$ cat config.mk
export PLATFORM = sky130hd
export DESIGN_NAME = sisc_mem_arb
export DESIGN_NICKNAME = d
export VERILOG_FILES = /design/src/rtl/sisc_mem_arb.sv
export SDC_FILE = /design/constraint.sdc
export NUM_CORES = 1
export LEC_CHECK = 0
export ABC_AREA = 0
export CORE_MARGIN = 5
export CORE_UTILIZATION = 25
export DETAILED_ROUTE_END_ITERATION = 16
export PLACE_DENSITY_LB_ADDON = 0.2
export SYNTH_ARGS = -nofsm -noshare
export SYNTH_HDL_FRONTEND = slang
export SYNTH_SLANG_ARGS = --single-unit
$ cat constraint.sdc
create_clock -name clk -period 1.9 [get_ports clk]
set_clock_uncertainty 0.05 [all_clocks]
set_input_delay 0.285 -clock clk [delete_from_list [all_inputs] [get_ports clk]]
set_output_delay 0.285 -clock clk [all_outputs]
set_load 0.03 [all_outputs]
$ cat src/rtl/sisc_mem_arb.sv
// rtl/sisc_mem_arb.sv - two-port fetch/data arbiter and fixed-latency access sequencer
// Data wins ties; starve_cnt forces a pending fetch through after STARVE_MAX data grants.
module sisc_mem_arb #(
  parameter int AW         = 16,
  parameter int DW         = 32,
  parameter int MEM_LAT    = 1,
  parameter int STARVE_MAX = 3
) (
  input  logic          clk,
  input  logic          rst_f,
  input  logic          f_req,
  input  logic [AW-1:0] f_addr,
  output logic          f_ack,
  output logic [DW-1:0] f_rdata,
  input  logic          d_req,
  input  logic          d_we,
  input  logic [AW-1:0] d_addr,
  input  logic [DW-1:0] d_wdata,
  output logic          d_ack,
  output logic [DW-1:0] d_rdata,
  output logic          mem_en,
  output logic          mem_we,
  output logic [AW-1:0] mem_addr,
  output logic [DW-1:0] mem_wdata,
  input  logic [DW-1:0] mem_rdata,
  output logic          busy
);

  typedef enum logic [1:0] {
    IDLE   = 2'd0,
    ACCESS = 2'd1,
    DONE   = 2'd2
  } state_t;

  localparam logic [2:0] LAT_INIT   = 3'(MEM_LAT - 1);
  localparam logic [3:0] STARVE_LIM = 4'(STARVE_MAX);

  state_t        state_q;
  logic [2:0]    lat_cnt_q;
  logic [3:0]    starve_cnt_q, starve_cnt_d;
  logic          gnt_data_q, gnt_data_d;
  logic          f_ack_q, d_ack_q, mem_en_q, mem_we_q, busy_q;
  logic [AW-1:0] mem_addr_q;
  logic [DW-1:0] mem_wdata_q, f_rdata_q, d_rdata_q;

  // Grant choice and starvation update, applied only on an IDLE edge with a request.
  always_comb begin
    gnt_data_d   = d_req && !(f_req && (starve_cnt_q == STARVE_LIM));
    starve_cnt_d = 4'd0;
    if (gnt_data_d && f_req) begin
      starve_cnt_d = (starve_cnt_q >= STARVE_LIM) ? STARVE_LIM : starve_cnt_q + 4'd1;
    end
  end

  always_ff @(posedge clk or negedge rst_f) begin
    if (!rst_f) begin
      state_q      <= IDLE;
      lat_cnt_q    <= 3'd0;
      starve_cnt_q <= 4'd0;
      gnt_data_q   <= 1'b0;
      f_ack_q      <= 1'b0;
      d_ack_q      <= 1'b0;
      mem_en_q     <= 1'b0;
      mem_we_q     <= 1'b0;
      busy_q       <= 1'b0;
      mem_addr_q   <= '0;
      mem_wdata_q  <= '0;
      f_rdata_q    <= '0;
      d_rdata_q    <= '0;
    end else begin
      case (state_q)
        IDLE: begin
          if (f_req || d_req) begin
            state_q      <= ACCESS;
            busy_q       <= 1'b1;
            mem_en_q     <= 1'b1;
            lat_cnt_q    <= LAT_INIT;
            gnt_data_q   <= gnt_data_d;
            starve_cnt_q <= starve_cnt_d;
            if (gnt_data_d) begin
              mem_addr_q  <= d_addr;
              mem_we_q    <= d_we;
              mem_wdata_q <= d_wdata;
            end else begin
              mem_addr_q <= f_addr;
              mem_we_q   <= 1'b0;
            end
          end
        end
        ACCESS: begin
          if (lat_cnt_q == 3'd0) begin
            state_q  <= DONE;
            mem_en_q <= 1'b0;
            mem_we_q <= 1'b0;
            if (gnt_data_q) begin
              d_ack_q <= 1'b1;
              if (!mem_we_q) begin
                d_rdata_q <= mem_rdata;
              end
            end else begin
              f_ack_q   <= 1'b1;
              f_rdata_q <= mem_rdata;
            end
          end else begin
            lat_cnt_q <= lat_cnt_q - 3'd1;
          end
        end
        DONE: begin
          state_q <= IDLE;
          f_ack_q <= 1'b0;
          d_ack_q <= 1'b0;
          busy_q  <= 1'b0;
        end
        default: begin
          state_q <= IDLE;
        end
      endcase
    end
  end

  assign f_ack     = f_ack_q;
  assign d_ack     = d_ack_q;
  assign f_rdata   = f_rdata_q;
  assign d_rdata   = d_rdata_q;
  assign mem_en    = mem_en_q;
  assign mem_we    = mem_we_q;
  assign mem_addr  = mem_addr_q;
  assign mem_wdata = mem_wdata_q;
  assign busy      = busy_q;

endmodule

==> impl_metrics.ini <==
[die]
die_area_sq_um = 23790
ios = 218
core.rowCount = 52
die_h_um = 154.3
initial_core_util_pct = 25.55
core_area_sq_um = 20360
fp.dieW_um = 154.3

[final_layout]
fillers = 1918
diodes = 0
layout.nets = 704
final_cell_area_sq_um = 8542
seq_area_sq_um = 3178
drive_gt1_share_pct = 26.92
multi_input_area_sq_um = 1903
areaGrowthSynthToFinish_pct = 64.19

[place]
gp_congestion = 0.7282
port_buffers = 217
dpl_cell_area_sq_um = 7831
place_hpwl_mm = 10.67

[sta]
rsz0062_at_grt = yes
fin_crit_ns = 1.883
hold_viol_final = 0
max_freq_mhz = 531.0
tightestPinTransition_ns = 1.075
fin_tns_setup_ns = 0
hold_slack_ns = 0.3467
final-max-slew-violation-count = 0
period_share_pct = 99.13
setup_violations = 0
maxSlewHeadroom_pct = 28.08

[critical_path]
reg2reg_slack_ns = 0.02
crit_path_cell_trace = inv_2, ha_4, nand4bb_4, or3_4, clkbuf_16, mux2_4
cp_max_fo = 8
r2r_end = d_rdata[3]
cp_top_family = simple AND/OR/NAND/NOR gates
required_ns = 2.14
worst-setup-path-type = register to register
worst_r2r_path_depth = 6
r2r-start = lat_cnt_q[0]
critPathLaunchType = register
cp-end-kind = register
crit_arrival_ns = 2.12
slowest_delay_ns = 0.47
cp_num_buf_inv = 2
cp_slowest_cell = or3_4

[route]
initialDrtViolationCount = 182
routedWlPerCell_um = 17.08
vias_per_cell = 4.442
postRouteAntennaNets = 0
dr_total_vias = 3922
drt_first_pass_iters = 4
drt_wl_total_mm = 15.09
remaining_drc_errors = 0

[power]
swShare_pct = 39.00
p_per_area_nw_per_um2 = 2030
p_int_uw = 10580
p_sw_uw = 6764
ir_worst_vdd_v = 0.0005999
combPwrFrac_pct = 52.8
leakage_uw = 0.003603
clock_power_share_pct = 19.3
sequentialPowerShare_pct = 27.9

[global_route]
grt_overflow_total = 0
grt_pass1_vias = 4202
antenna_found_initial = 0
grt_pass1_wl_mm = 23.65
grt_usage_pct = 12.48
grt_max_degree = 51

[yosys]
synth_warnings = 0
synth-seq-area-share_pct = 61.09
synth-xor-area-share_pct = 0
synth-compound-area-share_pct = 5.195
synth-simple-area-share_pct = 6.854
muxShareOfSynthArea_pct = 23.33
synth_top_area_cell = dfrtp_1
synth_edf_count = 0
synthTopCellsByArea = dfrtp_1, mux2_2, mux2_4
syn_area_sq_um = 5202
synth_commonest_cells = dfrtp_1, mux2_2, mux2_4, o21ai_0
ys_types = 33
yosysMostFrequentCell = dfrtp_1
netlist.area_leader.share_pct = 61.09
synth_top_family_by_area = multiplexers
async_flop_share_pct = 100.0
synthCells = 361
ys_seq_elements = 127
synth_nets = 465
synth_flop_cell = dfrtp_1
synthAdderAreaFrac_pct = 0.7215
postSynthAreaPerCell_sq_um = 14.41

[clock_network]
clkSlewWorstSetupHoldPaths_ns = 0.06
clockBufferDepth = 2
clkLatencyLatePin_ns = 0.40
htreeDepth = 4
clock-sinks = 127
cts_buffers = 17
cts_root_buf = clkbuf_16
cts_tree = done

[flow_run]
cap_violations = 0

[worst_hold_path]
hp-class = primary input to asynchronous set/reset pin

[run_status]
status = finished, final reports clean
[cell usage in the layout, fill, tap and decap left out, types with 3 or more instances in the layout]
| cell type | count |
|---|---|
| clkinvlp_4 | 3 |
| dfrtp_1 | 127 |
| nand4_1 | 16 |
| inv_1 | 4 |
| nand2_1 | 8 |
| mux2_4 | 30 |
| inv_6 | 4 |
| bufinv_16 | 3 |
| clkinv_4 | 3 |
| o21ai_0 | 19 |
| clkdlybuf4s50_1 | 216 |
| nor2_1 | 5 |
| buf_12 | 6 |
| nand3_1 | 16 |
| buf_4 | 18 |
| mux2_2 | 66 |
| clkbuf_16 | 18 |
| o211ai_1 | 16 |
[worst max path at each step]
stage	start	end	cells past startpoint
2_1_floorplan	lat_cnt_q[0]	d_rdata[10]	7
3_3_place_gp	f_req	gnt_data_q	4
3_5_place_dp	f_req	mem_addr[8]	4
4_1_cts	busy	busy	1
5_1_grt	lat_cnt_q[0]	d_rdata[7]	6
6_report	lat_cnt_q[0]	d_rdata[3]	6
[registers in the layout, indices dropped and copies added (netlist names)]
name,flops
mem_wdata,32
busy,1
d_rdata,32
mem_addr,16
lat_cnt_q,3
mem_we,1
f_rdata,32
gnt_data_q,1
d_ack,1
f_ack,1
state_q,2
starve_cnt_q,4
mem_en,1
[metal layers]
layer	wire length, um	global-route usage (%)	share of wire, %	up-vias
met4	150	3.911	0.99	0
met2	7055	19.80	47	168
met1	6791	16.32	45	1948
met5	0	0	0	-
li1	-	-	-	1795
met3	1088	3.940	7.2	11
[layout make-up]
cell class	instances	share of cell area, %
inverter	6	0.2637
clock buffer	17	4.980
timing repair buffer	244	29.16
sequential	127	37.21
multi-input combinational	204	22.28
clock inverter	15	2.153
tap	270	3.955
[per-stage QoR]
step / util [%] / setup slack (ns) / total power, uW / cells
CTS: 41.66 / 0.02733 / 17470 / 879
floorplan: - / 0.04085 / 10090 / 361
global placement: 38.46 / -0.1576 / 13810 / 845
detailed placement: 38.46 / -0.2554 / 13950 / 845
global route: 41.95 / -0.03437 / 18230 / 883
finish: 41.95 / 0.01662 / 17340 / 883
[power groups by stage]
stage	Clock, uW	Combinational, uW	Sequential [uW]
finish	3350	9160	4840
global route	3550	9660	5010
CTS	3450	9170	4840
detailed placement	0	9080	4870
global placement	0	8990	4820
floorplan	0	2760	7330
[logic make-up after synthesis]
| family | after synthesis |
|---|---|
| buffers and inverters | 30 |
| DFF | 127 |
| muxes | 98 |
| AOI/OAI and AO/OA | 42 |
| adders and majority gates | 3 |
| and+or+nand+nor | 61 |
[what timing repair did]
item	CTS	global route
hold endpoints to repair	48	0
cloned	1	1
pin swaps	0	1
setup endpoints to repair	32	38
resized for setup	3	3
hold buffers	1	0
setup buffers	0	3
Power figures use the tool's default switching activity.
